$ cat config.mk
export PLATFORM = sky130hd
export DESIGN_NAME = eth_tx_framer
export DESIGN_NICKNAME = d
export VERILOG_FILES = /design/src/rtl/eth_tx_framer.sv
export SDC_FILE = /design/constraint.sdc
export NUM_CORES = 1
export LEC_CHECK = 0
export BUFFER_PORTS_ARGS = -buffer_cell sky130_fd_sc_hd__buf_2
export CORE_UTILIZATION = 30
export DETAILED_ROUTE_END_ITERATION = 8
export GPL_TIMING_DRIVEN = 0
export PLACE_DENSITY = 0.54
export RECOVER_POWER = 50
export SETUP_SLACK_MARGIN = 0.4
export SLEW_MARGIN = 20
export SYNTH_ARGS = -nofsm -noshare
export SYNTH_HDL_FRONTEND = slang
export SYNTH_SLANG_ARGS = --single-unit
$ cat constraint.sdc
create_clock -name clk -period 2.3 [get_ports clk]
set_input_delay 0.46 -clock clk [delete_from_list [all_inputs] [get_ports clk]]
set_output_delay 0.46 -clock clk [all_outputs]
set_load 0.01 [all_outputs]
$ cat src/rtl/eth_tx_framer.sv
// MAC transmit framer: wraps a valid/ready body stream with preamble, SFD, zero pad and
// CRC-32 FCS, then holds off the next frame for the inter-frame gap.
//
// state    | meaning
// ---------+------------------------------------------------------------
// ST_IDLE  | line idle; waits for s_valid to open a frame
// ST_PRE   | preamble byte (0x55) on tx_data
// ST_SFD   | SFD (0xD5) on tx_data; s_ready high, first body byte taken
// ST_BODY  | body byte on tx_data; s_ready high until s_last accepted
// ST_PAD   | last body / pad byte on tx_data; emitting 0x00 to MIN_FRAME
// ST_FCS   | emitting the four FCS bytes, LSB byte first
// ST_IFG   | line idle for the inter-frame gap

module eth_tx_framer #(
   parameter int PREAMBLE_LEN = 7,
   parameter int MIN_FRAME    = 60,
   parameter int IFG_BYTES    = 12
) (
   input  logic       clk,
   input  logic       rst,
   input  logic [7:0] s_data,
   input  logic       s_valid,
   input  logic       s_last,
   output logic       s_ready,
   output logic [7:0] tx_data,
   output logic       tx_valid,
   output logic       busy,
   output logic       underrun
);

   typedef enum logic [2:0] {
      ST_IDLE,
      ST_PRE,
      ST_SFD,
      ST_BODY,
      ST_PAD,
      ST_FCS,
      ST_IFG
   } state_t;

   localparam logic [7:0]  PRE_BYTE   = 8'h55;
   localparam logic [7:0]  SFD_BYTE   = 8'hD5;
   localparam logic [31:0] CRC_POLY   = 32'hEDB88320;
   localparam logic [31:0] CRC_INIT   = 32'hFFFFFFFF;
   localparam logic [11:0] MIN_LEN    = 12'(MIN_FRAME);
   localparam logic [15:0] PRE_RELOAD = 16'(PREAMBLE_LEN > 0 ? PREAMBLE_LEN - 1 : 0);
   localparam logic [15:0] IFG_RELOAD = 16'(IFG_BYTES > 0 ? IFG_BYTES - 1 : 0);
   // the abort cycle itself is already the first idle cycle of the gap
   localparam logic [15:0] ABT_RELOAD = 16'(IFG_BYTES > 1 ? IFG_BYTES - 2 : 0);
   localparam logic [15:0] FCS_RELOAD = 16'd3;

   function automatic logic [31:0] crc_byte(input logic [31:0] c, input logic [7:0] d);
      logic [31:0] r;
      r = c ^ {24'h0, d};
      for (int i = 0; i < 8; i++) begin
         r = r[0] ? ((r >> 1) ^ CRC_POLY) : (r >> 1);
      end
      return r;
   endfunction

   state_t      state_q, state_d;
   logic [7:0]  tx_data_q, tx_data_d;
   logic        tx_valid_q, tx_valid_d;
   logic        s_ready_q, s_ready_d;
   logic        busy_q, busy_d;
   logic        underrun_q, underrun_d;
   logic [10:0] byte_cnt_q, byte_cnt_d;
   logic [15:0] tmr_q, tmr_d;
   logic [31:0] crc_q, crc_d;

   logic [10:0] byte_cnt_inc;
   logic [11:0] cnt_plus1;
   logic [31:0] fcs;
   logic [1:0]  fcs_idx;
   logic [7:0]  fcs_byte;

   assign byte_cnt_inc = (&byte_cnt_q) ? byte_cnt_q : byte_cnt_q + 11'd1;
   assign cnt_plus1    = {1'b0, byte_cnt_q} + 12'd1;
   assign fcs          = ~crc_q;
   assign fcs_idx      = 2'd3 - tmr_q[1:0];
   assign fcs_byte     = fcs[{fcs_idx, 3'b000} +: 8];

   always_comb begin
      state_d    = state_q;
      tx_data_d  = 8'h00;
      tx_valid_d = 1'b0;
      s_ready_d  = 1'b0;
      underrun_d = 1'b0;
      byte_cnt_d = byte_cnt_q;
      tmr_d      = tmr_q;
      crc_d      = crc_q;

      case (state_q)
         ST_IDLE: begin
            if (s_valid) begin
               crc_d      = CRC_INIT;
               byte_cnt_d = '0;
               tx_valid_d = 1'b1;
               if (PREAMBLE_LEN == 0) begin
                  tx_data_d = SFD_BYTE;
                  s_ready_d = 1'b1;
                  state_d   = ST_SFD;
               end else begin
                  tx_data_d = PRE_BYTE;
                  tmr_d     = PRE_RELOAD;
                  state_d   = ST_PRE;
               end
            end
         end

         ST_PRE: begin
            tx_valid_d = 1'b1;
            if (tmr_q == '0) begin
               tx_data_d = SFD_BYTE;
               s_ready_d = 1'b1;
               state_d   = ST_SFD;
            end else begin
               tx_data_d = PRE_BYTE;
               tmr_d     = tmr_q - 16'd1;
            end
         end

         ST_SFD, ST_BODY: begin
            if (s_valid) begin
               tx_valid_d = 1'b1;
               tx_data_d  = s_data;
               crc_d      = crc_byte(crc_q, s_data);
               byte_cnt_d = byte_cnt_inc;
               if (s_last) begin
                  if (cnt_plus1 < MIN_LEN) begin
                     state_d = ST_PAD;
                  end else begin
                     tmr_d   = FCS_RELOAD;
                     state_d = ST_FCS;
                  end
               end else begin
                  s_ready_d = 1'b1;
                  state_d   = ST_BODY;
               end
            end else begin
               // upstream starved mid-frame: the frame cannot be completed on the wire
               underrun_d = 1'b1;
               if (IFG_BYTES > 1) begin
                  tmr_d   = ABT_RELOAD;
                  state_d = ST_IFG;
               end else begin
                  state_d = ST_IDLE;
               end
            end
         end

         ST_PAD: begin
            tx_valid_d = 1'b1;
            tx_data_d  = 8'h00;
            crc_d      = crc_byte(crc_q, 8'h00);
            byte_cnt_d = byte_cnt_inc;
            if (cnt_plus1 >= MIN_LEN) begin
               tmr_d   = FCS_RELOAD;
               state_d = ST_FCS;
            end
         end

         ST_FCS: begin
            tx_valid_d = 1'b1;
            tx_data_d  = fcs_byte;
            if (tmr_q == '0) begin
               if (IFG_BYTES > 0) begin
                  tmr_d   = IFG_RELOAD;
                  state_d = ST_IFG;
               end else begin
                  state_d = ST_IDLE;
               end
            end else begin
               tmr_d = tmr_q - 16'd1;
            end
         end

         ST_IFG: begin
            if (tmr_q == '0) begin
               state_d = ST_IDLE;
            end else begin
               tmr_d = tmr_q - 16'd1;
            end
         end

         default: state_d = ST_IDLE;
      endcase

      busy_d = (state_d != ST_IDLE);
   end

   always_ff @(posedge clk) begin
      if (rst) begin
         state_q    <= ST_IDLE;
         tx_data_q  <= 8'h00;
         tx_valid_q <= 1'b0;
         s_ready_q  <= 1'b0;
         busy_q     <= 1'b0;
         underrun_q <= 1'b0;
         byte_cnt_q <= '0;
         tmr_q      <= '0;
         crc_q      <= CRC_INIT;
      end else begin
         state_q    <= state_d;
         tx_data_q  <= tx_data_d;
         tx_valid_q <= tx_valid_d;
         s_ready_q  <= s_ready_d;
         busy_q     <= busy_d;
         underrun_q <= underrun_d;
         byte_cnt_q <= byte_cnt_d;
         tmr_q      <= tmr_d;
         crc_q      <= crc_d;
      end
   end

   assign s_ready  = s_ready_q;
   assign tx_data  = tx_data_q;
   assign tx_valid = tx_valid_q;
   assign busy     = busy_q;
   assign underrun = underrun_q;

endmodule

==> summary.txt <==
Worst setup path
  – Crit end category: flop
  – Worst EP required: between 2 and 3 ns
  – WS Path Type: reg2reg
  – Worst Setup SP: byte_cnt_q[0]
  – Crit-path cells: ha_4, nand3_4, nor3_4, xnor2_2, or4b_4, o21ai_4, mux2_4
  – Worst reg2reg path depth: 7
  – Crit-path max cell delay: 0.53 ns
  – Critical Path AT: about 2.5 ns
  – Crit path to: tmr_q[2]
  – Worst setup SP type: flop
  – Reg-to-Reg Start: byte_cnt_q[0]
  – Slowest-stage cell, CP: or4b_4
  – R2R Path End: tmr_q[2]
  – R2r setup slk: around 0.065 ns
  – Critical path peak fanout: 6

GRT
  – Vias in the first global route: 5293
  – Global-route wire length before repair: 29000 um
  – Grt ovf: 0
  – Initial antenna violation count: 2
  – Overall Global Routing Usage: 0.207
  – Largest net degree at the start of global routing: 14

Pwr
  – PwrDens: around 1600 nW/um^2
  – Leakage: roughly 2.8 nW
  – Maximum VDD drop: 0.000539 V

Floorplan
  – Row Count: 48
  – Die ar.: 18100 um^2
  – Die Ht: about 130 um
  – Die Span X: roughly 130 um
  – Placeable Area: roughly 17000 um^2
  – IO Count: 24
  – Initial core utilization: 0.306

Layout
  – Final Non-Filler Cells: ~980
  – Final net count: 764
  – Layout cells sized above 1: 0.366
  – Post-route cell area: a little under 8000 um^2
  – Most common cell after layout, fill and taps aside: buf_4
  – Most frequent cells in the layout: buf_4, xnor2_1, dfxtp_1
  – Core Util, Final: 0.456
  – Syn-to-layout area delta: 48.8%

Clocking
  – CTS tree: yes
  – CTS Buf Count: 9
  – CTS clk-pin slew, worst paths: 0.06 ns
  – CTS Root Cell: clkbuf_16
  – CTS H-Tree Depth: 3
  – Clk sink count: 74
  – Clock Tree Buf Depth: 2
  – Clk Latency, worst-skew pair: ~0.35 ns

Timing
  – Max-slew violations: 0
  – Fin. Hold Viols: 0
  – RSZ-0062 raised after global routing: true
  – Skew final: between 0.004 and 0.005 ns
  – Peak Freq: between 400 and 500 MHz
  – Final worst-path setup slack: between 0.06 and 0.07 ns
  – Final period util: 0.972
  – Final setup viols: 0
  – Relative slew slack: 0.523
  – Worst-Margin Slew: ~0.7 ns
  – Tmin final: between 2 and 2.5 ns

Placement
  – DP Worst Slack: -0.339 ns
  – Placed standard-cell area: slightly below 6000 um^2
  – Post-Place Cells: a little under 900
  – Port buffer count: 20
  – Hpwl dp: between 10000 and 15000 um
  – GPL Wtd Cong: around 0.9

Yosys
  – Yosys cell types: a little under 70
  – Sequential area share after synthesis: 0.280
  – Syn Nets: between 600 and 700
  – Synthesized cell area: between 5000 and 6000 um^2
  – Ys flop type: dfxtp_1
  – Syn_area_per_cell: 8.27 um^2
  – Post-synthesis cell count: 639
  – FF+latch count, synth: 74
  – Ys async rst share: 0
  – Number of synthesized flops with an enable pin: 0
  – Synth warnings: 0

Route
  – Via count: roughly 5500
  – Total wire length: 19200 um
  – Vias per inst: 5.60
  – Starting DRT DRC Count: 540
  – Final ANT Viol Nets: 0
  – Drt first pass iters: 7
  – DRC: 0
  – WL/cell: approximately 20 um

Hold path
  – Hold Crit Start: s_data[6]
  – Hold Path Class: in2reg

Flow run
  – Max Cap Viol: 0

Outcome
  – Status: completed
## cell families after synthesis
kind of cell	after synthesis	synth area share
xor+xnor	127	0.232
compound gates	171	0.214
fa+ha+maj	2	0.00474
flops	74	0.280
buf+inv	53	0.0414
mux	12	0.0426
simple gates	200	0.184
## what timing repair did
item | CTS | global route
resized for setup | 119 | 87
buffers inserted | 55 | 25
endpoints found under the setup margin | 69 | 62
hold buffers | 0 | 0
pin swaps | 34 | 33
## through the flow
stage          TNS, ns  hold slack, ns  power, mW
2_1_floorplan        0           0.448       6.78
3_3_place_gp     -7.08           0.473       8.11
3_5_place_dp     -6.85           0.478       8.16
4_1_cts              0           0.433       11.7
5_1_grt        -0.0126           0.465       13.5
6_report             0           0.437       12.9
## area by class of cell
cell class / instances / area, um^2
flip-flops and latches: 74 / 1510
inverters: 11 / 58.8
diodes: 1 / 2.50
clock buffers: 9 / 225
repair buffers: 100 / 774
fillers: 1551 / 9380
clock inverters: 7 / 140
well taps: 225 / 282
multi-input cells: 512 / 4490
plain buffers: 42 / 375
## worst max-delay path, delay by kind of cell (launching register included)
family                   cells  cell delay, ns
XOR/XNOR                     1            0.15
AND/OR/NAND/NOR              3            0.89
adder cells (fa/ha/maj)      1            0.16
multiplexers                 1            0.32
AO/OA/AOI/OAI                1            0.23
flip-flops                   1            0.37
## power by group
part	total [mW]	internal (mW)	switching, mW
logic	9.12	4.32	4.81
clock network	1.79	1.17	0.620
registers	1.98	1.63	0.350
total	12.9	7.12	5.78
## worst min-delay path by stage
stage | slack, ns | end | cells past startpoint
floorplan | 0.45 | crc_q[23] | 1
global placement | 0.47 | tmr_q[7] | 2
detailed placement | 0.48 | crc_q[23] | 1
CTS | 0.43 | tx_data[1] | 3
global route | 0.47 | tx_data[6] | 3
finish | 0.44 | tx_data[6] | 3
## per-layer routing
metal | vias up | part of all wire | track usage
met2 | 230 | 0.48 | 0.339
met1 | 2697 | 0.43 | 0.269
met4 | 2 | 0.034 | 0.0974
li1 | 2504 | - | -
met3 | 62 | 0.063 | 0.0289
met5 | - | 0.00068 | 0
## flip-flops by register name, indices dropped and copies added, names as in the netlist
signal / cells
s_ready: 1
byte_cnt_q: 11
underrun: 1
tx_valid: 1
crc_q: 32
busy: 1
state_q: 3
tmr_q: 16
tx_data: 8
## synth_stat cells, types with 3 or more instances
library cell	instances	share of area
a311oi_1	7	0.012
nor2_1	64	0.045
nor2b_1	9	0.011
or2_2	4	0.0047
inv_1	10	0.0071
a211oi_1	10	0.014
mux4_2	8	0.034
or3_1	6	0.0071
a21oi_1	43	0.041
nand2_1	53	0.038
nor4_1	3	0.0036
a211o_1	3	0.0050
buf_2	7	0.0066
xnor2_1	77	0.13
nor3_1	9	0.0085
o211ai_1	8	0.011
o31ai_1	4	0.0057
xor2_1	39	0.065
and2_1	3	0.0036
a31oi_1	10	0.012
a221oi_1	3	0.0050
mux2i_1	3	0.0057
o221ai_1	10	0.017
o21ai_0	38	0.036
buf_4	3	0.0043
and3_1	4	0.0047
nand3_1	23	0.022
xnor2_2	4	0.012
nand2b_1	4	0.0047
xor2_2	3	0.0092
o21a_1	12	0.017
clkbuf_1	31	0.022
dfxtp_1	74	0.28
or4_1	4	0.0057
(Power assumes the default switching activity.)
